## src/rtl/viterbi_pkg.sv

```systemverilog
// Shared state type, defaults and address-width helper for the Viterbi
// decoder sequencer.
package viterbi_pkg;

  typedef enum logic [2:0] {IDLE, FILL, FLUSH, TRACE, DONE} vctrl_state_t;

  localparam int DEF_BLK_LEN = 16;
  localparam int DEF_ACS_LAT = 1;

  function automatic int addr_w(input int blk_len);
    return $clog2(blk_len);
  endfunction

endpackage

```

## src/rtl/vctrl_delay.sv

```systemverilog
// Fixed-latency shift register that carries the {valid, addr} write tag
// alongside the ACS pipeline so the survivor write lines up with its data.
module vctrl_delay #(
  parameter int LAT = 1,
  parameter int W   = 5
) (
  input  logic         clk,
  input  logic         rst_n,
  input  logic [W-1:0] i_data,
  output logic [W-1:0] o_data
);

  generate
    if (LAT == 0) begin : g_bypass
      assign o_data = i_data;
    end else begin : g_pipe
      logic [W-1:0] r_stage [LAT];

      always_ff @(posedge clk or negedge rst_n) begin
        if (!rst_n) begin
          for (int i = 0; i < LAT; i++) r_stage[i] <= '0;
        end else begin
          r_stage[0] <= i_data;
          for (int i = 1; i < LAT; i++) r_stage[i] <= r_stage[i-1];
        end
      end

      assign o_data = r_stage[LAT-1];
    end
  endgenerate

endmodule

```

## src/rtl/viterbi_ctrl.sv

```systemverilog
// Block sequencer for the Viterbi decoder: symbol intake, ACS strobes,
// survivor write addressing, then a stallable reverse-order traceback.
module viterbi_ctrl
  import viterbi_pkg::*;
#(
  parameter int  BLK_LEN = DEF_BLK_LEN,
  parameter int  ACS_LAT = DEF_ACS_LAT,
  localparam int ADDR_W  = addr_w(BLK_LEN)
) (
  input  logic              clk,
  input  logic              rst_n,
  input  logic              in_valid,
  output logic              in_ready,
  input  logic [1:0]        rx_pair_in,
  output logic [1:0]        rx_pair,
  output logic              acs_en,
  output logic              acs_init,
  output logic              mem_wr_en,
  output logic [ADDR_W-1:0] mem_wr_addr,
  output logic              mem_rd_en,
  output logic [ADDR_W-1:0] mem_rd_addr,
  output logic              tb_start,
  output logic              dec_valid,
  input  logic              out_ready,
  output logic              blk_done,
  output logic              busy
);

  localparam int CNT_W = ADDR_W + 1;
  localparam int FL_W  = (ACS_LAT > 1) ? $clog2(ACS_LAT) : 1;
  localparam logic [CNT_W-1:0] LAST_WR    = CNT_W'(BLK_LEN - 1);
  localparam logic [FL_W-1:0]  FLUSH_LAST = FL_W'((ACS_LAT > 0) ? ACS_LAT - 1 : 0);

  vctrl_state_t r_state;
  vctrl_state_t w_state_next;

  logic [CNT_W-1:0]  r_wr_cnt;
  logic [CNT_W-1:0]  r_rd_cnt;
  logic [FL_W-1:0]   r_flush_cnt;
  logic [1:0]        r_rx_pair;
  logic              r_acs_en;
  logic              r_acs_init;
  logic [ADDR_W-1:0] r_acs_idx;
  logic              r_tb_start;
  logic              r_dec_valid;
  logic [ADDR_W-1:0] r_rd_addr_hold;

  logic              w_accept;
  logic              w_flush_end;
  logic              w_rd_en;
  logic              w_last_bit;
  logic [ADDR_W:0]   w_wr_tag;

  assign w_accept    = in_valid & in_ready;
  assign w_flush_end = (r_state == FLUSH) && (r_flush_cnt == FLUSH_LAST);

  // The read counter underflows past address 0; its MSB then marks "all reads issued".
  assign w_rd_en    = (r_state == TRACE) & ~r_tb_start & ~r_rd_cnt[ADDR_W]
                    & (~r_dec_valid | out_ready);
  assign w_last_bit = r_dec_valid & out_ready & r_rd_cnt[ADDR_W];

  always_comb begin
    w_state_next = r_state;
    in_ready     = 1'b0;
    busy         = 1'b1;
    blk_done     = 1'b0;
    case (r_state)
      IDLE: begin
        in_ready = 1'b1;
        busy     = 1'b0;
        if (in_valid) w_state_next = FILL;
      end
      FILL: begin
        in_ready = 1'b1;
        if (in_valid && (r_wr_cnt == LAST_WR)) w_state_next = FLUSH;
      end
      FLUSH: begin
        if (w_flush_end) w_state_next = TRACE;
      end
      TRACE: begin
        if (w_last_bit) w_state_next = DONE;
      end
      DONE: begin
        blk_done     = 1'b1;
        w_state_next = IDLE;
      end
      default: w_state_next = IDLE;
    endcase
  end

  always_ff @(posedge clk or negedge rst_n) begin
    if (!rst_n) begin
      r_state        <= IDLE;
      r_wr_cnt       <= '0;
      r_rd_cnt       <= '0;
      r_flush_cnt    <= '0;
      r_rx_pair      <= '0;
      r_acs_en       <= 1'b0;
      r_acs_init     <= 1'b0;
      r_acs_idx      <= '0;
      r_tb_start     <= 1'b0;
      r_dec_valid    <= 1'b0;
      r_rd_addr_hold <= '0;
    end else begin
      r_state    <= w_state_next;
      r_acs_en   <= w_accept;
      r_acs_init <= w_accept & (r_state == IDLE);

      if (w_accept) begin
        r_rx_pair <= rx_pair_in;
        r_acs_idx <= (r_state == IDLE) ? '0 : r_wr_cnt[ADDR_W-1:0];
        r_wr_cnt  <= (r_state == IDLE) ? CNT_W'(1) : r_wr_cnt + 1'b1;
      end

      r_flush_cnt <= (r_state == FLUSH) ? r_flush_cnt + 1'b1 : '0;
      r_tb_start  <= w_flush_end;

      if (w_flush_end) begin
        r_rd_cnt <= CNT_W'(BLK_LEN - 1);
      end else if (w_rd_en) begin
        r_rd_cnt       <= r_rd_cnt - 1'b1;
        r_rd_addr_hold <= r_rd_cnt[ADDR_W-1:0];
      end

      if (w_rd_en) r_dec_valid <= 1'b1;
      else if (out_ready) r_dec_valid <= 1'b0;
    end
  end

  vctrl_delay #(
    .LAT (ACS_LAT),
    .W   (ADDR_W + 1)
  ) u_wr_delay (
    .clk    (clk),
    .rst_n  (rst_n),
    .i_data ({r_acs_en, r_acs_idx}),
    .o_data (w_wr_tag)
  );

  assign mem_wr_en   = w_wr_tag[ADDR_W];
  assign mem_wr_addr = w_wr_tag[ADDR_W-1:0];

  // While stalled the last issued address stays on the bus.
  assign mem_rd_en   = w_rd_en;
  assign mem_rd_addr = w_rd_en ? r_rd_cnt[ADDR_W-1:0] : r_rd_addr_hold;

  assign rx_pair   = r_rx_pair;
  assign acs_en    = r_acs_en;
  assign acs_init  = r_acs_init;
  assign tb_start  = r_tb_start;
  assign dec_valid = r_dec_valid;

endmodule
```

## config.mk

```make
export PLATFORM = sky130hd
export DESIGN_NAME = viterbi_ctrl
export DESIGN_NICKNAME = d
export VERILOG_FILES = /design/src/rtl/viterbi_pkg.sv /design/src/rtl/vctrl_delay.sv /design/src/rtl/viterbi_ctrl.sv
export SDC_FILE = /design/constraint.sdc
export NUM_CORES = 1
export LEC_CHECK = 0
export CORE_ASPECT_RATIO = 1.1
export CORE_MARGIN = 5
export CORE_UTILIZATION = 50
export DETAILED_ROUTE_END_ITERATION = 12
export GPL_TIMING_DRIVEN = 1
export PLACE_DENSITY_LB_ADDON = 0.1
export SLEW_MARGIN = 20
export SYNTH_ARGS = -nofsm -noshare
export SYNTH_HDL_FRONTEND = slang
export SYNTH_HIERARCHICAL = 1
export SYNTH_SLANG_ARGS = --single-unit
```

## constraint.sdc

```tcl
create_clock -name clk -period 5.23 [get_ports clk]
set_clock_uncertainty 0.2 [all_clocks]
set_input_delay 0.523 -clock clk [delete_from_list [all_inputs] [get_ports clk]]
set_output_delay 0.523 -clock clk [all_outputs]
set_load 0.005 [all_outputs]
```

==> results_dict.tcl <==
set metrics [dict create \
    postSynthAreaPerCell_sq_um 11.27 \
    drc 0 \
    worstSetupStartpointType "register" \
    crit_type "reg -> out" \
    fin_crit_sh_pct 57.94 \
    area.growth.synth_to_final_pct 23.29 \
    cts_resized 0 \
    ctsHtreeMaxLevel 2 \
    mostFrequentLayoutCells "32 x dfrtp_1, 24 x clkdlybuf4s50_1, 9 x nor2_1" \
    status "finished clean" \
    drt_iter0_drc 31 \
    initial_core_util_pct 50.88 \
    whs_ns 0.1828 \
    place_hpwl_mm 1.902 \
    clk_latency_ns 0.32 \
    critPathRequiredTime_ns 4.51 \
    cp_cell_sequence "and3b_1 -> nand3_2 -> mux2_2 -> clkdlybuf4s50_1" \
    max_freq_mhz 330.0 \
    vias_per_cell 5.505 \
    ioPinCount 25 \
    rsz0062_at_grt "no" \
    synth.distinct_cells 35 \
    synth_compound_area_share_pct 12.01 \
    fillers 225 \
    setup_viol 0 \
    synthMuxAreaShare_pct 6.369 \
    async_flop_share_pct 100.0 \
    vdd_drop_max_v 0.0003246 \
    clock_path_buffers 2 \
    cp.arrival_ns 2.31 \
    cts_made_buffers 5 \
    p_total_uw 922.4 \
    tritoncts "done" \
    finalMaxSlewViolations 0 \
    cts-root-buf "clkbuf_4" \
    grt-ovfl-total 0 \
    final_common_cell "dfrtp_1" \
    die_w_um 60 \
    cts_num_sinks 32 \
    cp_slowest_cell "dfrtp_1" \
    routabilityCongestion 0.8259 \
    final.setup.tns_ns 0 \
    num_rows 20 \
    utilization_pct 62.73 \
    first_pass_iters 4 \
    max_stage_delay_ns 0.58 \
    die_h_um 65 \
    synth_xor_area_share_pct 0 \
    yosys-top-cells-area "dfrtp_1 58%, mux2_2 4.9%, a22o_1 3.8%" \
    multi_input_area_sq_um 529.3 \
    placed_cell_area_sq_mm 0.001643 \
    antenna-diode-count 0 \
    dieArea_sq_mm 0.003900 \
    regArea_sq_um 800.8 \
    worst-r2r-setup-slack_ns 3.17 \
    synth_seq_cells 32 \
    antenna_left 0 \
    syn_nets 131 \
    antenna_found_initial 0 \
    grt_max_degree 33 \
    ys_seq_area_share_pct 58.23 \
    period_needed_ns 3.030 \
    synth_cells 122 \
    yosysTopAreaCellShare_pct 58.23 \
    grt_pass1_wl_mm 4.512 \
    endpoint_kind "output port" \
    final-hold-violation-count 0 \
    synth_warnings 6 \
    drive_gt1_share_pct 10.74 \
    finalWirelength_mm 2.667 \
    crit_fanout 13 \
    synth-simple-area-share_pct 16.92 \
    clk_pin_slew_worst_paths_ns 0.09 \
    avgRoutedWirePerCell_um 14.65 \
    synth-edff-count 0 \
    critPathTopFamily "simple AND/OR/NAND/NOR gates" \
    ys.flop_type "dfrtp_1" \
    track_usage_pct 15.46 \
    worst-path-buf-inv 1 \
    synth_top_area_cell "dfrtp_1" \
    maxCapViolations 0 \
    nNetsFinal 158 \
    syn-cell-area_sq_mm 0.001375 \
    tightest_slew_ns 0.7001 \
    hp-class "reg -> reg" \
    slew_headroom_pct 52.66 \
    postCtsSetupRepairBufs 0 \
    vias 1002 \
    port_buffers 24 \
    p_leak_nw 0.7708 \
    grt_pass1_vias 1011 \
    synth_top_family_by_area "simple AND/OR/NAND/NOR gates" \
    core-area_sq_mm 0.002703 \
    power_density_mw_per_mm2 544.1 \
    synthAdderAreaFrac_pct 2.730 \
    postCtsHoldBufs 0 \
    final_area_sq_mm 0.001695 \
]
-- registers in the layout, indices dropped and copies added, names as in the netlist --
signal	count
r_rd_cnt	5
r_wr_cnt	5
u_wr_delay/o_data	5
r_acs_idx	4
r_rd_addr_hold	4
r_state	3
rx_pair	2
acs_en	1
acs_init	1
dec_valid	1
r_flush_cnt	1
-- where the power goes --
group | total [mW] | leakage (nW) | switching [mW] | internal (mW)
Clock | 0.127 | 0.0281 | 0.0774 | 0.0495
Sequential | 0.429 | 0.383 | 0.0843 | 0.345
Combinational | 0.366 | 0.360 | 0.147 | 0.219
-- path summary, 6_finish.rpt --
kind,from,endpoint,cells past startpoint
max,r_state[1]$_DFFE_PN0P_,mem_rd_addr[2],4
min,acs_en$_DFF_PN0_,u_wr_delay/o_data[4]$_DFF_PN0_,0
max reg2reg,r_state[1]$_DFFE_PN0P_,r_wr_cnt[3]$_DFFE_PN0N_,3
min reg2reg,acs_en$_DFF_PN0_,u_wr_delay/o_data[4]$_DFF_PN0_,0
max in group asynchronous,rst_n,rx_pair[1]$_DFFE_PN0N_,2
min in group asynchronous,rst_n,r_state[2]$_DFFE_PN0P_,2
-- cells in the mapped netlist (3+ instances only) --
cell type,number
dfrtp_1,32
o21ai_0,4
ha_1,3
nand3_1,4
mux2_2,6
inv_1,8
nand2b_1,3
nor2_1,9
nand2_1,8
a22o_1,6
clkbuf_1,3
a21oi_1,5
-- metrics by stage --
| stage | instances | setup WS [ns] |
|---|---|---|
| after CTS | 182 | 2.226 |
| after global placement | 175 | 2.257 |
| final | 182 | 2.200 |
| after floorplan | 122 | 3.238 |
| after global routing | 182 | 2.085 |
| after detailed placement | 175 | 2.231 |
-- per-layer routing --
metal,part of all wire (%),global-route usage (%),vias up
li1,-,-,491
met1,40,17.33,484
met2,54,27.57,23
met3,4.4,3.785,4
met4,1.3,5.540,0
met5,0,0,-
-- cells by family (layout without fill, tap and decap cells) --
family,after synthesis,count (layout)
simple gates,42,42
flops,32,32
compound gates,24,24
buf+inv,13,40
mux,8,8
fa+ha+maj,3,3
-- cell type report --
class	count	share of cell area, %
Clock buffer	6	2.435
Clock inverter	1	0.2952
Inverter	8	1.771
Multi-Input combinational cell	77	31.22
Sequential cell	32	47.23
Tap cell	33	2.435
Timing Repair Buffer	25	14.61
-- worst reg2reg max path: stages, from the launching register on --
cell     delay [ns]
dfrtp_1        0.52
or3b_1         0.62
or4b_1         0.56
nand3_1        0.09
No activity file was read; power rests on OpenSTA's default activity.
